`src/rtl/gcn_agg_pkg.sv`:
```
// Shared types and arithmetic for the COO sparse aggregator.
package gcn_agg_pkg;

  localparam int DP_W = 16;
  localparam logic [DP_W-1:0] ACC_MAX = {DP_W{1'b1}};

  typedef enum logic [2:0] {
    S_IDLE,
    S_CLEAR,
    S_FETCH,
    S_LATCH,
    S_ACC_A,
    S_ACC_B,
    S_STREAM,
    S_DONE
  } agg_state_e;

  // One-bit-wider add; carry-out either clamps to all-ones or is dropped.
  function automatic logic [DP_W-1:0] sat_add(input logic [DP_W-1:0] a,
                                               input logic [DP_W-1:0] b,
                                               input logic saturate);
    logic [DP_W:0] s;
    s = {1'b0, a} + {1'b0, b};
    return (saturate && s[DP_W]) ? ACC_MAX : s[DP_W-1:0];
  endfunction

endpackage

```
`src/rtl/coo_sparse_aggregator_if.sv`:
```
// Memory-fetch, control and result-stream bundle of the aggregator.
interface coo_sparse_aggregator_if #(
  parameter int NODE_BW        = 3,
  parameter int EDGE_BW        = 4,
  parameter int WEIGHT_COLS    = 3,
  parameter int DOT_PROD_WIDTH = 16
);
  logic                                        start;
  logic [EDGE_BW-1:0]                          num_edges;
  logic                                        coo_rd_en;
  logic [EDGE_BW-1:0]                          coo_address;
  logic [1:0][NODE_BW-1:0]                     coo_in;          // [0]=node0, [1]=node1
  logic                                        fm_wm_rd_en;
  logic [NODE_BW-1:0]                          fm_wm_row_index;
  logic [WEIGHT_COLS-1:0][DOT_PROD_WIDTH-1:0]  fm_wm_row_data;
  logic                                        out_valid;
  logic                                        out_ready;
  logic [NODE_BW-1:0]                          out_row_index;
  logic [WEIGHT_COLS-1:0][DOT_PROD_WIDTH-1:0]  out_row_data;
  logic                                        busy;
  logic                                        done;
  logic                                        err_bad_node;

  // Environment side: control, memories and downstream consumer.
  modport master (
    output start, num_edges, coo_in, fm_wm_row_data, out_ready,
    input  coo_rd_en, coo_address, fm_wm_rd_en, fm_wm_row_index,
           out_valid, out_row_index, out_row_data, busy, done, err_bad_node
  );

  // Aggregator side.
  modport slave (
    input  start, num_edges, coo_in, fm_wm_row_data, out_ready,
    output coo_rd_en, coo_address, fm_wm_rd_en, fm_wm_row_index,
           out_valid, out_row_index, out_row_data, busy, done, err_bad_node
  );
endinterface

```
`src/rtl/agg_accum_bank.sv`:
```
// NUM_OF_NODES x WEIGHT_COLS accumulator bank: clear, one RMW port, one read port.
module agg_accum_bank
  import gcn_agg_pkg::*;
#(
  parameter int NUM_OF_NODES   = 6,
  parameter int WEIGHT_COLS    = 3,
  parameter int DOT_PROD_WIDTH = DP_W,
  parameter int SATURATE       = 1,
  parameter int NODE_BW        = $clog2(NUM_OF_NODES + 1)
) (
  input  logic                                       clk,
  input  logic                                       reset,
  input  logic                                       clr,
  input  logic                                       acc_en,
  input  logic [NODE_BW-1:0]                         acc_row,
  input  logic [WEIGHT_COLS-1:0][DOT_PROD_WIDTH-1:0] acc_data,
  input  logic [NODE_BW-1:0]                         rd_row,
  output logic [WEIGHT_COLS-1:0][DOT_PROD_WIDTH-1:0] rd_data
);

  logic [NUM_OF_NODES-1:0][WEIGHT_COLS-1:0][DOT_PROD_WIDTH-1:0] acc_q;

  // Row-addressed accumulate; clear wins over accumulate.
  always_ff @(posedge clk or posedge reset) begin
    if (reset) begin
      acc_q <= '0;
    end else if (clr) begin
      acc_q <= '0;
    end else if (acc_en) begin
      for (int r = 0; r < NUM_OF_NODES; r++) begin
        if (acc_row == NODE_BW'(r)) begin
          for (int c = 0; c < WEIGHT_COLS; c++) begin
            acc_q[r][c] <= sat_add(acc_q[r][c], acc_data[c], SATURATE != 0);
          end
        end
      end
    end
  end

  // Streaming read mux; out-of-range rows read as zero.
  always_comb begin
    rd_data = '0;
    for (int r = 0; r < NUM_OF_NODES; r++) begin
      if (rd_row == NODE_BW'(r)) rd_data = acc_q[r];
    end
  end

endmodule

```
`src/rtl/coo_sparse_aggregator.sv`:
```
// Walks a COO edge list, aggregates FM.WM rows per node, streams ADJ.FM.WM rows.
module coo_sparse_aggregator
  import gcn_agg_pkg::*;
#(
  parameter int NUM_OF_NODES   = 6,
  parameter int MAX_EDGES      = 8,
  parameter int WEIGHT_COLS    = 3,
  parameter int DOT_PROD_WIDTH = DP_W,
  parameter int SYMMETRIC      = 1,
  parameter int SATURATE       = 1,
  parameter int NODE_BW        = $clog2(NUM_OF_NODES + 1),
  parameter int EDGE_BW        = $clog2(MAX_EDGES + 1)
) (
  input logic                   clk,
  input logic                   reset,
  coo_sparse_aggregator_if.slave bus
);

  typedef logic [WEIGHT_COLS-1:0][DOT_PROD_WIDTH-1:0] row_t;

  agg_state_e         state_q, state_d;
  logic [EDGE_BW-1:0] edge_cnt_q, n_edges_q, edges_clamped;
  logic [NODE_BW-1:0] node0_q, node1_q, stream_idx_q;
  logic [NODE_BW-1:0] in0, in1, acc_row, fm_idx;
  logic               err_q, coo_bad, last_edge, last_row, sym_pass;
  logic               next_edge, bank_clr, acc_en, fm_rd, coo_rd, out_vld;
  row_t               rd_data;

  assign in0       = bus.coo_in[0];
  assign in1       = bus.coo_in[1];
  assign coo_bad   = (in0 == '0) || (in1 == '0) ||
                     (in0 > NODE_BW'(NUM_OF_NODES)) || (in1 > NODE_BW'(NUM_OF_NODES));
  assign edges_clamped = (bus.num_edges > EDGE_BW'(MAX_EDGES)) ? EDGE_BW'(MAX_EDGES)
                                                               : bus.num_edges;
  assign last_edge = (edge_cnt_q + EDGE_BW'(1)) == n_edges_q;
  assign last_row  = stream_idx_q == NODE_BW'(NUM_OF_NODES - 1);
  assign sym_pass  = (SYMMETRIC != 0) && (node0_q != node1_q);

  // State register.
  always_ff @(posedge clk or posedge reset) begin
    if (reset) state_q <= S_IDLE;
    else       state_q <= state_d;
  end

  // Next-state and per-state strobes.
  always_comb begin
    state_d   = state_q;
    coo_rd    = 1'b0;
    fm_rd     = 1'b0;
    fm_idx    = '0;
    acc_en    = 1'b0;
    acc_row   = '0;
    bank_clr  = 1'b0;
    next_edge = 1'b0;
    case (state_q)
      S_IDLE:  if (bus.start) state_d = S_CLEAR;
      S_CLEAR: begin
        bank_clr = 1'b1;
        state_d  = (n_edges_q != '0) ? S_FETCH : S_STREAM;
      end
      S_FETCH: begin
        coo_rd  = 1'b1;
        state_d = S_LATCH;
      end
      S_LATCH: begin
        if (coo_bad) begin
          next_edge = 1'b1;
          state_d   = last_edge ? S_STREAM : S_FETCH;
        end else begin
          fm_rd   = 1'b1;
          fm_idx  = in1 - NODE_BW'(1);
          state_d = S_ACC_A;
        end
      end
      S_ACC_A: begin
        acc_en  = 1'b1;
        acc_row = node0_q - NODE_BW'(1);
        if (sym_pass) begin
          fm_rd   = 1'b1;
          fm_idx  = node0_q - NODE_BW'(1);
          state_d = S_ACC_B;
        end else begin
          next_edge = 1'b1;
          state_d   = last_edge ? S_STREAM : S_FETCH;
        end
      end
      S_ACC_B: begin
        acc_en    = 1'b1;
        acc_row   = node1_q - NODE_BW'(1);
        next_edge = 1'b1;
        state_d   = last_edge ? S_STREAM : S_FETCH;
      end
      S_STREAM: if (bus.out_ready && last_row) state_d = S_DONE;
      S_DONE:   state_d = S_IDLE;
      default:  state_d = S_IDLE;
    endcase
  end

  // Run bookkeeping: edge count, latched edge, stream pointer, sticky error.
  always_ff @(posedge clk or posedge reset) begin
    if (reset) begin
      n_edges_q    <= '0;
      edge_cnt_q   <= '0;
      node0_q      <= '0;
      node1_q      <= '0;
      stream_idx_q <= '0;
      err_q        <= 1'b0;
    end else begin
      if (state_q == S_IDLE && bus.start) begin
        n_edges_q <= edges_clamped;
        err_q     <= 1'b0;
      end
      if (state_q == S_CLEAR)  edge_cnt_q <= '0;
      else if (next_edge)      edge_cnt_q <= edge_cnt_q + EDGE_BW'(1);
      if (state_q == S_LATCH) begin
        node0_q <= in0;
        node1_q <= in1;
        if (coo_bad) err_q <= 1'b1;
      end
      if (state_q == S_STREAM && bus.out_ready)
        stream_idx_q <= last_row ? '0 : stream_idx_q + NODE_BW'(1);
    end
  end

  agg_accum_bank #(
    .NUM_OF_NODES  (NUM_OF_NODES),
    .WEIGHT_COLS   (WEIGHT_COLS),
    .DOT_PROD_WIDTH(DOT_PROD_WIDTH),
    .SATURATE      (SATURATE),
    .NODE_BW       (NODE_BW)
  ) u_bank (
    .clk     (clk),
    .reset   (reset),
    .clr     (bank_clr),
    .acc_en  (acc_en),
    .acc_row (acc_row),
    .acc_data(bus.fm_wm_row_data),
    .rd_row  (stream_idx_q),
    .rd_data (rd_data)
  );

  // Outputs are gated to zero outside their owning state.
  assign out_vld              = (state_q == S_STREAM);
  assign bus.coo_rd_en        = coo_rd;
  assign bus.coo_address      = coo_rd ? edge_cnt_q : '0;
  assign bus.fm_wm_rd_en      = fm_rd;
  assign bus.fm_wm_row_index  = fm_idx;
  assign bus.out_valid        = out_vld;
  assign bus.out_row_index    = out_vld ? stream_idx_q : '0;
  assign bus.out_row_data     = out_vld ? rd_data : '0;
  assign bus.busy             = (state_q != S_IDLE);
  assign bus.done             = (state_q == S_DONE);
  assign bus.err_bad_node     = err_q;

endmodule

```
`src/flat_wrapper.sv`:
```
// flat-port wrapper written by rule: the top's interface ports become plain ports
module coo_sparse_aggregator_flat import gcn_agg_pkg::*;
#(
  parameter int NUM_OF_NODES   = 6,
  parameter int MAX_EDGES      = 8,
  parameter int WEIGHT_COLS    = 3,
  parameter int DOT_PROD_WIDTH = DP_W,
  parameter int SYMMETRIC      = 1,
  parameter int SATURATE       = 1,
  parameter int NODE_BW        = $clog2(NUM_OF_NODES + 1),
  parameter int EDGE_BW        = $clog2(MAX_EDGES + 1)
)
  (clk, reset, bus_start, bus_num_edges, bus_coo_in, bus_fm_wm_row_data, bus_out_ready, bus_coo_rd_en, bus_coo_address, bus_fm_wm_rd_en, bus_fm_wm_row_index, bus_out_valid, bus_out_row_index, bus_out_row_data, bus_busy, bus_done, bus_err_bad_node);
  coo_sparse_aggregator_if #(.NODE_BW(NODE_BW), .EDGE_BW(EDGE_BW), .WEIGHT_COLS(WEIGHT_COLS), .DOT_PROD_WIDTH(DOT_PROD_WIDTH)) bus_i ();
  input logic clk;
  input logic reset;
  input wire logic [$bits(bus_i.start)-1:0] bus_start;
  input wire logic [$bits(bus_i.num_edges)-1:0] bus_num_edges;
  input wire logic [$bits(bus_i.coo_in)-1:0] bus_coo_in;
  input wire logic [$bits(bus_i.fm_wm_row_data)-1:0] bus_fm_wm_row_data;
  input wire logic [$bits(bus_i.out_ready)-1:0] bus_out_ready;
  output wire logic [$bits(bus_i.coo_rd_en)-1:0] bus_coo_rd_en;
  output wire logic [$bits(bus_i.coo_address)-1:0] bus_coo_address;
  output wire logic [$bits(bus_i.fm_wm_rd_en)-1:0] bus_fm_wm_rd_en;
  output wire logic [$bits(bus_i.fm_wm_row_index)-1:0] bus_fm_wm_row_index;
  output wire logic [$bits(bus_i.out_valid)-1:0] bus_out_valid;
  output wire logic [$bits(bus_i.out_row_index)-1:0] bus_out_row_index;
  output wire logic [$bits(bus_i.out_row_data)-1:0] bus_out_row_data;
  output wire logic [$bits(bus_i.busy)-1:0] bus_busy;
  output wire logic [$bits(bus_i.done)-1:0] bus_done;
  output wire logic [$bits(bus_i.err_bad_node)-1:0] bus_err_bad_node;
  assign bus_i.start = bus_start;
  assign bus_i.num_edges = bus_num_edges;
  assign bus_i.coo_in = bus_coo_in;
  assign bus_i.fm_wm_row_data = bus_fm_wm_row_data;
  assign bus_i.out_ready = bus_out_ready;
  assign bus_coo_rd_en = bus_i.coo_rd_en;
  assign bus_coo_address = bus_i.coo_address;
  assign bus_fm_wm_rd_en = bus_i.fm_wm_rd_en;
  assign bus_fm_wm_row_index = bus_i.fm_wm_row_index;
  assign bus_out_valid = bus_i.out_valid;
  assign bus_out_row_index = bus_i.out_row_index;
  assign bus_out_row_data = bus_i.out_row_data;
  assign bus_busy = bus_i.busy;
  assign bus_done = bus_i.done;
  assign bus_err_bad_node = bus_i.err_bad_node;
  coo_sparse_aggregator #(.NUM_OF_NODES(NUM_OF_NODES), .MAX_EDGES(MAX_EDGES), .WEIGHT_COLS(WEIGHT_COLS), .DOT_PROD_WIDTH(DOT_PROD_WIDTH), .SYMMETRIC(SYMMETRIC), .SATURATE(SATURATE), .NODE_BW(NODE_BW), .EDGE_BW(EDGE_BW)) u_core (.clk(clk), .reset(reset), .bus(bus_i));
endmodule
```
`config.mk`:
```
export PLATFORM = sky130hd
export DESIGN_NAME = coo_sparse_aggregator_flat
export DESIGN_NICKNAME = d
export VERILOG_FILES = /design/src/rtl/gcn_agg_pkg.sv /design/src/rtl/coo_sparse_aggregator_if.sv /design/src/rtl/agg_accum_bank.sv /design/src/rtl/coo_sparse_aggregator.sv /design/src/flat_wrapper.sv
export SDC_FILE = /design/constraint.sdc
export NUM_CORES = 2
export LEC_CHECK = 0
export ABC_AREA = 1
export CAP_MARGIN = 20
export CORE_ASPECT_RATIO = 0.8
export CORE_MARGIN = 5
export CORE_UTILIZATION = 30
export DETAILED_ROUTE_END_ITERATION = 7
export PLACE_DENSITY_LB_ADDON = 0.1
export SLEW_MARGIN = 20
export SYNTH_ARGS = -nofsm -noshare
export SYNTH_HDL_FRONTEND = slang
export SYNTH_HIERARCHICAL = 1
export SYNTH_SLANG_ARGS = --single-unit
```
`constraint.sdc`:
```
create_clock -name clk -period 30.3 [get_ports clk]
set_input_delay 6.06 -clock clk [delete_from_list [all_inputs] [get_ports clk]]
set_output_delay 6.06 -clock clk [all_outputs]
set_load 0.005 [all_outputs]
```
==> Yosys cells after proc, flatten, opt, wreduce, memory -nomap -nowiden <==
Cells that the tools add are included.
W data, S select, Z words.
{ "classes": {"n_addsub": 23, "order_cmp": 3, "n_eq_ne": 21, "muxes": 62, "reduce_logical": 29} }
{ "op_table": {"columns": ["cell", "n"], "rows": [
  ["$mux W48", 13],
  ["$mux W288", 2],
  ["$add A16 B16 Y17", 18],
  ["$mux W16", 18],
  ["$mux W3", 10],
  ["$eq A3 B3 Y1 const B", 8],
  ["$pmux W3 S8", 1],
  ["$eq A3 B2 Y1 const B", 6],
  ["$mux W4", 4],
  ["$reduce_bool A2 Y1", 8],
  ["$logic_not A3 Y1", 5],
  ["$reduce_and A2 Y1", 7],
  ["$pmux W3 S2", 2],
  ["$mux W1", 10],
  ["$eq A3 B1 Y1 const B", 3],
  ["$sub A3 B1 Y3 const B", 3],
  ["$gt A3 B3 Y1 const B", 2],
  ["$add A4 B1 Y4 const B", 1],
  ["$eq A4 B4 Y1", 1],
  ["$gt A4 B4 Y1 const B", 1],
  ["$ne A2 B2 Y1 const B", 2],
  ["$reduce_bool A4 Y1", 1],
  ["$add A3 B1 Y3 const B", 1],
  ["$logic_and A1 B1 Y1", 3],
  ["6 further kinds", 8]
]} }
{ "totals": {"register_bits": 309, "inputBits": 62, "output_inout_bits": 64, "word_cells": 163} }

==> Longest topological paths before layout <==
{ "logic_depth": {"depth_word": 8, "mapped_depth": 13, "ltp_nobuf": 13} }

==> Modules after synthesis <==
Netlist, hierarchy kept.
{ "modules_own_cells": {"columns": ["mod", "instances", "cells_per_inst", "area_each_um2", "seq_area_each_um2"], "rows": [
  ["agg_accum_bank", 1, 5416, 32009.4, 7206.9],
  ["coo_sparse_aggregator", 1, 283, 1696.6, 525.5]
]} }

==> Least setup slack after synthesis <==
No wires, ideal clock.
{ "synth_timing": {"path_type": "input-to-output", "start": "in bus_coo_in[3]", "end": "out bus_fm_wm_row_index[0]", "arrival_ns": 6.787, "required_ns": 24.240, "slack_ns": 17.453, "path_stages": 7, "path_cell_list": "inv_1 -> ha_1 -> nand2_1 -> o21ai_0 -> nor2_1 -> nand2_1 -> o21ai_0"} }
{ "synth_via": {"elab_chain_len": 6, "word_cells_on_any_way": 8, "cone_classes": "1 x add/sub; 1 x order compare; 2 x mux; 4 x reduce/logical"} }
{ "synth_rtl": {"columns": ["item", "line_no", "source"], "rows": [
  ["start, declared", "flat_wrapper.sv:19", "input wire logic [$bits(bus_i.coo_in)-1:0] bus_coo_in;"],
  ["parallel branches: the longest is 4 deep, another holds $gt A3 B3 Y1", null, null],
  ["$mux W3 *", "coo_sparse_aggregator.sv:66", "if (coo_bad) begin"],
  ["$pmux W3 S2 *", "coo_sparse_aggregator.sv:55", "case (state_q)"],
  ["end, declared", "flat_wrapper.sv:25", "output wire logic [$bits(bus_i.fm_wm_row_index)-1:0] bus_fm_wm_row_index;"]
]} }
Every way passes the cells marked *.

==> Worst setup path in the final report <==
{ "layout_timing": {"start": "in bus_coo_in[4]", "end": "out bus_fm_wm_row_index[0]"} }
{ "layout_via": {"elab_chain_len": 6, "word_cells_on_any_way": 7, "cone_classes": "1 x order compare; 2 x mux; 4 x reduce/logical"} }
{ "layout_rtl": {"columns": ["item", "line_no", "source"], "rows": [
  ["parallel branches: the longest is 3 deep, another holds $gt A3 B3 Y1", null, null],
  ["$logic_or A1 B1 Y1 *", "coo_sparse_aggregator.sv:32", "(in0 > NODE_BW'(NUM_OF_NODES)) || (in1 > NODE_BW'(NUM_OF_NODES));"],
  ["$mux W3 *", "coo_sparse_aggregator.sv:66", null],
  ["$pmux W3 S2 *", "coo_sparse_aggregator.sv:55", null]
]} }
Marks and branches as above.

==> reports/metrics.csv <==
stage;metric;value;unit
run_status;outcome;completed;
detailed_routing;DRC;0;
timing;Final Cycle Share;0.464;
logic_synthesis;post-synth top area share;0.274;
power;internal power component;1.23;mW
cells_and_area;area of the multi-input gates;21400;um2
cts;post-CTS resize count;0;
critical_path;WP data required;24.24;ns
min_path;worst hold start;u_core/bus.err_bad_node$_DFF_PP0_;
die;Starting Density;0.301;
grt;first-pass GRT wire length;197;mm
logic_synthesis;syn avg cell area;5.91;um2
critical_path;R2R Path End;u_core/u_bank/acc_q[95]$_DFFE_PP0P_;
detailed_routing;routed length per placed instance;17.5;um
grt;total global-route track usage;0.214;
die;row cnt;110;
logic_synthesis;Synth async-reset ratio;1.00;
critical_path;Critical Path End Type;output pin;
logic_synthesis;Most used DFF post-synth;dfrtp_1;
cells_and_area;Area growth syn-to-layout;13.1;%
logic_synthesis;top post-synthesis cells by count;nand2_1, inv_1, nand3_1;
place;PortBufs;125;
cts;Sink Count;309;
cells_and_area;sequential cell area;7730;um2
cts;Reg clk slew, reported paths;0.06;ns
logic_synthesis;count of cell types in the netlist;37;
timing;f_max;0.0712;GHz
critical_path;RR Startpoint;u_core/state_q[1]$_DFFE_PP0P_;
place;RD Place Congestion;0.887;
logic_synthesis;Seq/Total Area, Yosys;0.229;
timing;actual slew at the worst max-slew pin;1.11;ns
critical_path;CP Class;in -> out;
place;Placed Cells;7256;
critical_path;critical-path cell list;clkdlybuf4s50_1, inv_1, ha_1, nand2_1, o21ai_0, nor2_1, nand2_1, o21ai_0, clkdlybuf4s50_1;
detailed_routing;drt initial violations;2775;
timing;Final min period;14.05;ns
power;switching pwr;1.11;mW
timing;Final Setup Violations;0;
critical_path;Worst R2R Path Depth;11;
cts;hold buffers post-CTS;0;
critical_path;CP max stage delay;0.55;ns
cts;clock buffer depth;3;
timing;Worst Skew;0.0181;ns
cts;postcts setup bufs;0;
timing;final hold vios;0;
cells_and_area;fill count;12695;
grt;vias in the first global route;32483;
power;Leakage;22.4;nW
critical_path;Worst setup SP type;input port;
flow_run;number of max-cap violations;0;
logic_synthesis;area of the mapped netlist;33700;um2
logic_synthesis;count leader, synth;nand2_1;
die;die footprint;119000;um2
critical_path;Slowest cell on crit path;clkdlybuf4s50_1;
detailed_routing;via count;34247;
power;Logic pwr share;0.504;
place;Place WS;16.22;ns
timing;Setup Total Neg Slack;0;ns
die;Die W;385;um
cells_and_area;Nets;6164;
power;clock group share of total power;0.258;
logic_synthesis;post-synth top area cell;nand2_1;
power;Peak VDD IR;0.0462;mV
cts;Num CTS Buffers;44;
min_path;Hold Crit Endpoint;u_core/bus.err_bad_node$_DFF_PP0_;
min_path;worst hold stages;2;
logic_synthesis;number of flops mapped to enable cells by yosys;0;
cells_and_area;fin cells;7335;
logic_synthesis;Syn Nets;6073;
critical_path;r2r setup slk;27.08;ns
timing;Worst slew margin;0.262;
logic_synthesis;ranking of synthesized cells by area;nand2_1, dfrtp_1, inv_1;
grt;largest net degree at the start of global routing;105;
timing;worst setup margin;16.25;ns
place;final HPWL from detailed placement;100;mm
timing;unrepaired setup endpoints after global routing;false;
grt;initial antenna violation count;1;
grt;grt ovf;0;
critical_path;Critical Path AT;7.99;ns
detailed_routing;Detailed Routing Iterations Pass 1;7;
detailed_routing;Routed WL;129;mm
critical_path;crit path max fanout;4;
die;Core Area;112000;um2
cells_and_area;layout cells sized above 1;0.0361;
power;share of power burned in registers;0.239;
cts;Skew-Pair Late Insertion Delay;0.59;ns
cts;root buffer cell;clkbuf_16;
die;Top-Level Pins;126;
die;DIE HEIGHT;310;um
cts;CTS tree;yes;
power;power per cell area;61.3;nW/um2
min_path;hold crit path type;reg -> reg;
power;switching share of power;0.473;
logic_synthesis;synthesized instance count;5699;
timing;Slew Viols, Final;0;
cts;H-tree level count;2;
detailed_routing;via/cell ratio;4.67;
detailed_routing;antenna-violating nets left;0;
logic_synthesis;number of synthesized register bits;309;
logic_synthesis;YS warnings;6;
power groups by stage:
stage	clock network (mW)	registers [mW]	logic [mW]
6_report	0.602	0.558	1.18
3_5_place_dp	0	0.563	1.17
5_1_grt	0.633	0.568	1.33
2_1_floorplan	0	0.538	0.823
4_1_cts	0.623	0.557	1.18
3_3_place_gp	0	0.564	1.17
routing by layer:
layer	track usage	vias to the layer above	wire length, um
li1	-	17726	-
met3	0.0318	107	7270
met5	0	-	0
met2	0.292	705	47800
met4	0.0346	0	1950
met1	0.350	15709	71600
cells in the final DEF, fill, tap and decap left out, types with 14 or more instances in the layout:
master / synthesis / layout
o21ai_1: 16 / 16
a21oi_1: 168 / 168
xor2_1: 45 / 45
o21ai_0: 156 / 156
o2111ai_1: 24 / 24
fa_1: 18 / 18
nor2_1: 278 / 272
dfrtp_1: 309 / 309
inv_2: 12 / 14
nand3b_1: 23 / 23
buf_4: 13 / 25
a21oi_2: 17 / 17
and2_1: 36 / 36
nand3_1: 372 / 372
nor3_1: 40 / 39
nand2_2: 27 / 27
nand2_1: 2464 / 2464
ha_1: 294 / 294
xnor2_1: 77 / 77
clkdlybuf4s50_1: 0 / 125
nand4_1: 64 / 64
inv_1: 1059 / 1055
nand3_2: 17 / 17
o22ai_1: 30 / 30
clkbuf_16: 0 / 45
stage by stage:
| step | power, mW | util | instance area (um2) | hold slack (ns) |
|---|---|---|---|---|
| after detailed placement | 1.73 | 0.326 | 36500 | 0.487 |
| after global routing | 2.53 | 0.340 | 38100 | 0.534 |
| final | 2.34 | 0.340 | 38100 | 0.504 |
| after floorplan | 1.36 | - | 33700 | 0.474 |
| after CTS | 2.36 | 0.340 | 38100 | 0.511 |
| after global placement | 1.74 | 0.326 | 36500 | 0.489 |
layout make-up:
| type | instances | area share |
|---|---|---|
| Multi-Input combinational cell | 4214 | 0.561 |
| Sequential cell | 309 | 0.203 |
| Inverter | 1071 | 0.106 |
| Tap cell | 1512 | 0.0496 |
| Timing Repair Buffer | 150 | 0.0378 |
| Clock buffer | 62 | 0.0339 |
| Clock inverter | 16 | 0.00883 |
| Antenna cell | 1 | 0.0000657 |
worst max-delay path by stage:
stage / startpoint / to / cells past startpoint
2_1_floorplan: reset / u_core/u_bank/acc_q[0]$_DFFE_PP0P_ / 1
3_3_place_gp: bus_coo_in[4] / bus_fm_wm_row_index[0] / 9
3_5_place_dp: bus_coo_in[4] / bus_fm_wm_row_index[0] / 9
4_1_cts: bus_coo_in[4] / bus_fm_wm_row_index[0] / 9
5_1_grt: bus_coo_in[4] / bus_fm_wm_row_index[0] / 9
6_report: bus_coo_in[4] / bus_fm_wm_row_index[0] / 9
state kept, by name (all words and copies together) (netlist names):
register                 count
u_core/u_bank/acc_q        288
u_core/edge_cnt_q            4
u_core/n_edges_q             4
u_core/node0_q               3
u_core/node1_q               3
u_core/state_q               3
u_core/stream_idx_q          3
u_core/bus.err_bad_node      1
cells by family after synthesis:
logic type / synth area share
and+or+nand+nor: 0.404
xor gates and xnor gates: 0.0317
buffers and inverters: 0.138
AOI/OAI and AO/OA: 0.0773
adders and majority gates: 0.120
DFF: 0.229
worst max-delay path, delay by kind of cell:
family | cells | cell delay (ns)
buffers and inverters | 3 | 1.17
adder cells (fa/ha/maj) | 1 | 0.18
AO/OA/AOI/OAI | 2 | 0.33
AND/OR/NAND/NOR | 3 | 0.25
No activity file was read; power rests on OpenSTA's default activity.
